**src/rtl/cam_frame_decimator_if.sv**
```systemverilog
// Framebuffer write port: valid/ready handshake carrying a 160x120 address and an RGB565 pixel.
interface cam_frame_decimator_if;
  logic        wr_en;
  logic [14:0] wr_addr;
  logic [15:0] wr_data;
  logic        wr_ready;

  modport master (output wr_en, output wr_addr, output wr_data, input wr_ready);
  modport slave  (input wr_en, input wr_addr, input wr_data, output wr_ready);
endinterface

```
**src/rtl/cam_frame_decimator.sv**
```systemverilog
// Camera stream 4x4 decimator: averages 4 pixels horizontally on every 4th row and buffers writes
// into a small first-word-fall-through FIFO. Define CAM_MIRROR_EN to flip the image in both axes.
module cam_frame_decimator #(
  parameter int unsigned SRC_W      = 640,
  parameter int unsigned SRC_H      = 480,
  parameter int unsigned DST_W      = 160,
  parameter int unsigned DST_H      = 120,
  parameter int unsigned FIFO_DEPTH = 4
) (
  input  logic                         clk,
  input  logic                         resetn,
  input  logic                         frame_start,
  input  logic                         line_end,
  input  logic                         pix_valid,
  input  logic [15:0]                  pix_data,
  input  logic [4:0]                   y_offset,
  cam_frame_decimator_if.master        wr,
  output logic                         frame_done,
  output logic                         overflow
);

  localparam int unsigned XW  = $clog2(SRC_W + 1);
  localparam int unsigned YW  = $clog2(SRC_H + 1);
  localparam int unsigned DXW = $clog2(DST_W);
  localparam int unsigned DYW = $clog2(DST_H + 32);
  localparam int unsigned AW  = 15;
  localparam int unsigned PW  = $clog2(FIFO_DEPTH);
  localparam int unsigned CW  = $clog2(FIFO_DEPTH + 1);

  typedef enum logic [1:0] {S_IDLE, S_ACTIVE, S_DRAIN} state_t;

  typedef struct packed {
    logic [AW-1:0] addr;
    logic [15:0]   data;
  } wr_entry_t;

  state_t          r_state;
  logic [XW-1:0]   r_src_x;
  logic [YW-1:0]   r_src_y;
  logic [6:0]      r_sum_r;
  logic [7:0]      r_sum_g;
  logic [6:0]      r_sum_b;
  logic            r_fs_pend;
  logic            r_frame_done;
  logic            r_overflow;
  logic            r_push_vld;
  wr_entry_t       r_push;
  wr_entry_t       r_q [FIFO_DEPTH];
  logic [CW-1:0]   r_cnt;
  logic            r_wr_en;

  logic            w_take;
  logic            w_acc;
  logic            w_grp_done;
  logic [6:0]      w_sum_r;
  logic [7:0]      w_sum_g;
  logic [6:0]      w_sum_b;
  logic [DXW-1:0]  w_dx;
  logic [DYW-1:0]  w_dy;
  wr_entry_t       w_entry;
  logic            w_pop;
  logic [CW-1:0]   w_cnt_pop;
  logic            w_fifo_wr;
  logic [PW-1:0]   w_wr_idx;
  logic [CW-1:0]   w_cnt_nxt;

  // Pixel acceptance, group sums and destination address of the group being completed.
  always_comb begin
    w_take     = (r_state == S_ACTIVE) && !frame_start && pix_valid &&
                 (r_src_x < XW'(SRC_W)) && (r_src_y < YW'(SRC_H));
    w_acc      = w_take && (r_src_y[1:0] == 2'd0);
    w_grp_done = w_acc && (r_src_x[1:0] == 2'd3);
    w_sum_r    = r_sum_r + 7'(pix_data[15:11]);
    w_sum_g    = r_sum_g + 8'(pix_data[10:5]);
    w_sum_b    = r_sum_b + 7'(pix_data[4:0]);
    w_dx       = DXW'(r_src_x >> 2);
    w_dy       = DYW'(r_src_y >> 2);
`ifdef CAM_MIRROR_EN
    w_dx       = DXW'(DST_W - 1) - w_dx;
    w_dy       = DYW'(DST_H - 1) - w_dy;
`endif
    w_dy       = w_dy + DYW'(y_offset);
    if (w_dy >= DYW'(DST_H)) begin
      w_dy = w_dy - DYW'(DST_H);
    end
    w_entry.addr = AW'(w_dy) * AW'(DST_W) + AW'(w_dx);
    w_entry.data = {w_sum_r[6:2], w_sum_g[7:2], w_sum_b[6:2]};
  end

  // FIFO bookkeeping: a pop frees a slot for a push in the same cycle even when full.
  always_comb begin
    w_pop     = r_wr_en && wr.wr_ready;
    w_cnt_pop = r_cnt - CW'(w_pop);
    w_fifo_wr = r_push_vld && (w_pop || (r_cnt < CW'(FIFO_DEPTH)));
    w_wr_idx  = PW'(w_cnt_pop);
    w_cnt_nxt = w_cnt_pop + CW'(w_fifo_wr);
  end

  always_ff @(posedge clk) begin
    if (!resetn) begin
      r_state      <= S_IDLE;
      r_src_x      <= '0;
      r_src_y      <= '0;
      r_sum_r      <= '0;
      r_sum_g      <= '0;
      r_sum_b      <= '0;
      r_fs_pend    <= 1'b0;
      r_frame_done <= 1'b0;
    end else begin
      r_frame_done <= 1'b0;
      case (r_state)
        S_IDLE: begin
          if (frame_start) begin
            r_state <= S_ACTIVE;
            r_src_x <= '0;
            r_src_y <= '0;
            r_sum_r <= '0;
            r_sum_g <= '0;
            r_sum_b <= '0;
          end
        end
        S_ACTIVE: begin
          if (frame_start) begin
            r_src_x <= '0;
            r_src_y <= '0;
            r_sum_r <= '0;
            r_sum_g <= '0;
            r_sum_b <= '0;
          end else begin
            if (w_take) begin
              r_src_x <= r_src_x + XW'(1);
            end
            if (w_acc) begin
              r_sum_r <= w_grp_done ? 7'd0 : w_sum_r;
              r_sum_g <= w_grp_done ? 8'd0 : w_sum_g;
              r_sum_b <= w_grp_done ? 7'd0 : w_sum_b;
            end
            // Line end lands after the same-cycle pixel, discarding any partial group.
            if (line_end) begin
              r_src_x <= '0;
              r_sum_r <= '0;
              r_sum_g <= '0;
              r_sum_b <= '0;
              r_src_y <= r_src_y + YW'(1);
              if ((r_src_y + YW'(1)) == YW'(SRC_H)) begin
                r_state <= S_DRAIN;
              end
            end
          end
        end
        S_DRAIN: begin
          if (frame_start) begin
            r_fs_pend <= 1'b1;
          end
          if (!r_push_vld && !r_wr_en) begin
            r_frame_done <= 1'b1;
            r_fs_pend    <= 1'b0;
            r_src_x      <= '0;
            r_src_y      <= '0;
            r_sum_r      <= '0;
            r_sum_g      <= '0;
            r_sum_b      <= '0;
            r_state      <= (r_fs_pend || frame_start) ? S_ACTIVE : S_IDLE;
          end
        end
        default: r_state <= S_IDLE;
      endcase
    end
  end

  // One-entry push stage feeding a shift-register FIFO whose entry 0 is the output head.
  always_ff @(posedge clk) begin
    if (!resetn) begin
      r_push_vld <= 1'b0;
      r_push     <= '0;
      r_cnt      <= '0;
      r_wr_en    <= 1'b0;
      r_overflow <= 1'b0;
      for (int i = 0; i < FIFO_DEPTH; i++) begin
        r_q[i] <= '0;
      end
    end else begin
      r_push_vld <= w_grp_done;
      if (w_grp_done) begin
        r_push <= w_entry;
      end
      if (w_pop) begin
        for (int i = 0; i < FIFO_DEPTH - 1; i++) begin
          r_q[i] <= r_q[i+1];
        end
      end
      if (w_fifo_wr) begin
        r_q[w_wr_idx] <= r_push;
      end
      if (r_push_vld && !w_fifo_wr) begin
        r_overflow <= 1'b1;
      end
      r_cnt   <= w_cnt_nxt;
      r_wr_en <= (w_cnt_nxt != '0);
    end
  end

  assign wr.wr_en   = r_wr_en;
  assign wr.wr_addr = r_q[0].addr;
  assign wr.wr_data = r_q[0].data;
  assign frame_done = r_frame_done;
  assign overflow   = r_overflow;

endmodule

```
**src/flat_wrapper.sv**
```systemverilog
// flat-port wrapper written by rule: the top's interface ports become plain ports
module cam_frame_decimator_flat 
#(
  parameter int unsigned SRC_W      = 640,
  parameter int unsigned SRC_H      = 480,
  parameter int unsigned DST_W      = 160,
  parameter int unsigned DST_H      = 120,
  parameter int unsigned FIFO_DEPTH = 4
)
  (clk, resetn, frame_start, line_end, pix_valid, pix_data, y_offset, frame_done, overflow, wr_wr_en, wr_wr_addr, wr_wr_data, wr_wr_ready);
  cam_frame_decimator_if wr_i ();
  input  logic clk;
  input  logic resetn;
  input  logic frame_start;
  input  logic line_end;
  input  logic pix_valid;
  input  logic [15:0] pix_data;
  input  logic [4:0] y_offset;
  output logic frame_done;
  output logic overflow;
  output wire logic [$bits(wr_i.wr_en)-1:0] wr_wr_en;
  output wire logic [$bits(wr_i.wr_addr)-1:0] wr_wr_addr;
  output wire logic [$bits(wr_i.wr_data)-1:0] wr_wr_data;
  input wire logic [$bits(wr_i.wr_ready)-1:0] wr_wr_ready;
  assign wr_wr_en = wr_i.wr_en;
  assign wr_wr_addr = wr_i.wr_addr;
  assign wr_wr_data = wr_i.wr_data;
  assign wr_i.wr_ready = wr_wr_ready;
  cam_frame_decimator #(.SRC_W(SRC_W), .SRC_H(SRC_H), .DST_W(DST_W), .DST_H(DST_H), .FIFO_DEPTH(FIFO_DEPTH)) u_core (.clk(clk), .resetn(resetn), .frame_start(frame_start), .line_end(line_end), .pix_valid(pix_valid), .pix_data(pix_data), .y_offset(y_offset), .wr(wr_i), .frame_done(frame_done), .overflow(overflow));
endmodule
```
**config.mk**
```make
export PLATFORM = sky130hd
export DESIGN_NAME = cam_frame_decimator_flat
export DESIGN_NICKNAME = d
export VERILOG_FILES = /design/src/rtl/cam_frame_decimator_if.sv /design/src/rtl/cam_frame_decimator.sv /design/src/flat_wrapper.sv
export SDC_FILE = /design/constraint.sdc
export NUM_CORES = 1
export LEC_CHECK = 0
export ABC_CLOCK_PERIOD_IN_PS = 5500
export CAP_MARGIN = 20
export CORE_MARGIN = 2
export CORE_UTILIZATION = 35
export DETAILED_ROUTE_END_ITERATION = 10
export SYNTH_ARGS = -nofsm -noshare
export SYNTH_HDL_FRONTEND = slang
export SYNTH_SLANG_ARGS = --single-unit
export TNS_END_PERCENT = 1
```
**constraint.sdc**
```tcl
create_clock -name clk -period 5.5 [get_ports clk]
set_input_delay 0.825 -clock clk [delete_from_list [all_inputs] [get_ports clk]]
set_output_delay 0.825 -clock clk [all_outputs]
set_load 0.1 [all_outputs]
```
==> impl_metrics.tcl <==
set metrics [dict create \
    ir_drop_mv 0.266 \
    grt_pass1_wl_um 33600 \
    tritoncts "done" \
    initialDrtViolationCount 435 \
    outcome "completed" \
    setup_viol 0 \
    start_util 0.356 \
    power.leakage_nw 4.25 \
    cts_made_buffers 23 \
    slew_headroom 0.334 \
    hold_viol_final 0 \
    gr-total-overflow 0 \
    clk_latency_ns 0.52 \
    final_area_um2 11800 \
    clk_pin_slew_worst_paths_ns 0.06 \
    die_x_um 172 \
    clk_path_buf_depth 3 \
    synth_edf_count 124 \
    yosysWarningCount 0 \
    end_kind "flip-flop" \
    synth.top_cells.by_area "edfxtp_1 (38%), dfxtp_1 (17%), nand2_1 (9.2%)" \
    ios 61 \
    final-seq-area_um2 5370 \
    first_pass_iters 5 \
    fmax_mhz 198 \
    ctsHoldBuffers 0 \
    hpwl_um 13700 \
    ant_nets 0 \
    dpl_cell_area_um2 11000 \
    use_met3 0.0213 \
    synth_area_um2 9920 \
    holdCritPathClass "reg -> reg" \
    finalSetupTns_ns 0 \
    crit_top_cell "ha_1" \
    post_cts_resized 0 \
    busiest_layer "met1" \
    skew_ns 0.00945 \
    seq_area_frac_synth 0.541 \
    pre_cts_slack_ns -0.0788 \
    gp_congestion 0.838 \
    yosysUniqueCellTypes 57 \
    drive_gt1_frac 0.0620 \
    wirelength_um 19800 \
    worstPathArrival_ns 5.51 \
    ys.flop_type "edfxtp_1" \
    area_delta_synth_final_pct 18.5 \
    use_met2 0.201 \
    grt_util_all_layers 0.138 \
    post_cts_buffers 0 \
    core_um2 27900 \
    required_ns 5.95 \
    antenna_found_initial 0 \
    drcViolationCount 0 \
    io_buffers 60 \
    path_class "in -> reg" \
    num_rows 61 \
    grt_pass1_vias 6537 \
    cpPeakStageDelay_ns 0.51 \
    fillers 2663 \
    worstPathMaxFanout 4 \
    cts_htree_levels 1 \
    die_area_um2 29700 \
    slowest_stage "or4_1" \
    grt_max_degree 64 \
    clock-sinks 206 \
    routed-via-count 6959 \
    synth_area_per_cell_um2 9.66 \
    final_max_slew_viol_count 0 \
    p_per_area_nw_per_um2 333 \
    syn-num-nets 1104 \
    async_flop_share 0 \
    fin_ws_ns 0.440 \
    rsz0062_at_grt "false" \
    critPathLaunchType "primary input" \
    synth_top_area_cell "edfxtp_1" \
    yosysTopAreaCellShare 0.375 \
    worst_slew_pin_slew_ns 0.995 \
    grt.met1_usage 0.213 \
    reg2reg_setup_slack_ns 0.69 \
    synth_commonest_cells "nand2_1 (242), edfxtp_1 (124), o21ai_0 (110)" \
    synthCells 1027 \
    multiInputGateArea_um2 4290 \
    nets 1157 \
    routed_via_density 4.71 \
    min_period_ns 5.06 \
    ys_ff_latch 206 \
    root_buffer "clkbuf_16" \
    wl_per_cell_um 13.4 \
    die_y_um 172 \
    drv_cap 0 \
    synth_most_common_cell "nand2_1" \
    finalCritPeriodShare 0.920 \
    crit_chain "clkdlybuf4s50_1 -> ha_1 -> inv_1 -> fa_1 -> nand2b_1 -> a21oi_1 -> xor2_1 -> o2111a_1 -> nor2_1 -> xnor2_1 -> ha_1 -> ha_1 -> fa_1 -> a211oi_1 -> nor2_1 -> xnor2_1 -> or4_1 -> a211o_1 -> a31oi_1" \
]
cells in the final DEF (no fill, tap or decap), drive strengths merged, types with 4 or more instances in the layout:
master and n:
a211oi 7, nand3 18, fa 6, nor3 18
o21bai 8, clkinv 4, a21o 8, clkbuf 34
inv 29, xnor2 20, edfxtp 124, buf 20
nor2 65, o21ai 119, nand4 4, and3 4
a21oi 42, clkdlybuf4s50 60, nand2 242, o211ai 4
and2 35, o21a 8, ha 44, a31oi 7
dfxtp 82, or3 9, xor2 15, a22oi 16
where the power goes:
part	switching (mW)	total, mW	internal [mW]
clock	0.619	1.56	0.940
sequential	0.0321	1.79	1.76
combinational	0.422	0.568	0.146
state kept, by name, indices dropped and copies added (netlist names):
register and count:
u_core.r_q 124, u_core.r_push 31, u_core.r_src_x 10, u_core.r_src_y 9, u_core.r_sum_g 8, u_core.r_sum_b 7, u_core.r_sum_r 7, u_core.r_cnt 3
u_core.r_state 2, u_core.frame_done 1, u_core.overflow 1, u_core.r_fs_pend 1, u_core.r_push_vld 1, u_core.wr.wr_en 1
stage by stage:
| stage | hold WS [ns] | power (mW) | instances | util |
|---|---|---|---|---|
| after floorplan | 0.441 | 2.24 | 1027 | - |
| after global placement | 0.448 | 2.39 | 1433 | 0.394 |
| after detailed placement | 0.456 | 2.40 | 1433 | 0.394 |
| after CTS | 0.464 | 3.96 | 1475 | 0.422 |
| after global routing | 0.494 | 4.07 | 1475 | 0.422 |
| final | 0.464 | 3.92 | 1476 | 0.422 |
critical path, delay by kind of cell:
kind,cells,cell delay (ns)
AND/OR/NAND/NOR,4,0.86
XOR/XNOR,3,0.62
adder cells (fa/ha/maj),5,1.51
buffers and inverters,2,0.52
AO/OA/AOI/OAI,5,1.18
final cells by class:
type,count,area share
antenna,1,0.000213
clock buffer,34,0.0567
clock inverter,8,0.00926
inverter,27,0.00862
multi-input combinational,742,0.365
sequential,206,0.456
tap,378,0.0402
timing repair buffer,80,0.0639
logic make-up after synthesis:
| group | synth area share |
|---|---|
| DFF | 0.541 |
| AOI/OAI and AO/OA | 0.147 |
| muxes | 0.00101 |
| buffers and inverters | 0.0306 |
| adders and majority gates | 0.0676 |
| and+or+nand+nor | 0.183 |
| xor gates and xnor gates | 0.0309 |
routing by layer:
layer / part of all wire / wire length (um)
met5: 0 / 0
met4: 0.018 / 349
met3: 0.041 / 808
met2: 0.40 / 7980
met1: 0.54 / 10700
final timing paths:
kind | start | end | cells after the start
worst min-delay path | u_core.r_sum_r[6] | u_core.r_sum_r[6] | 2
worst max register to register | u_core.r_src_y[2] | u_core.r_push[30] | 18
worst min register to register | u_core.r_sum_r[6] | u_core.r_sum_r[6] | 2
worst max-delay path | y_offset[0] | u_core.r_push[30] | 19
Note: power is estimated with default switching activity, not from simulation.
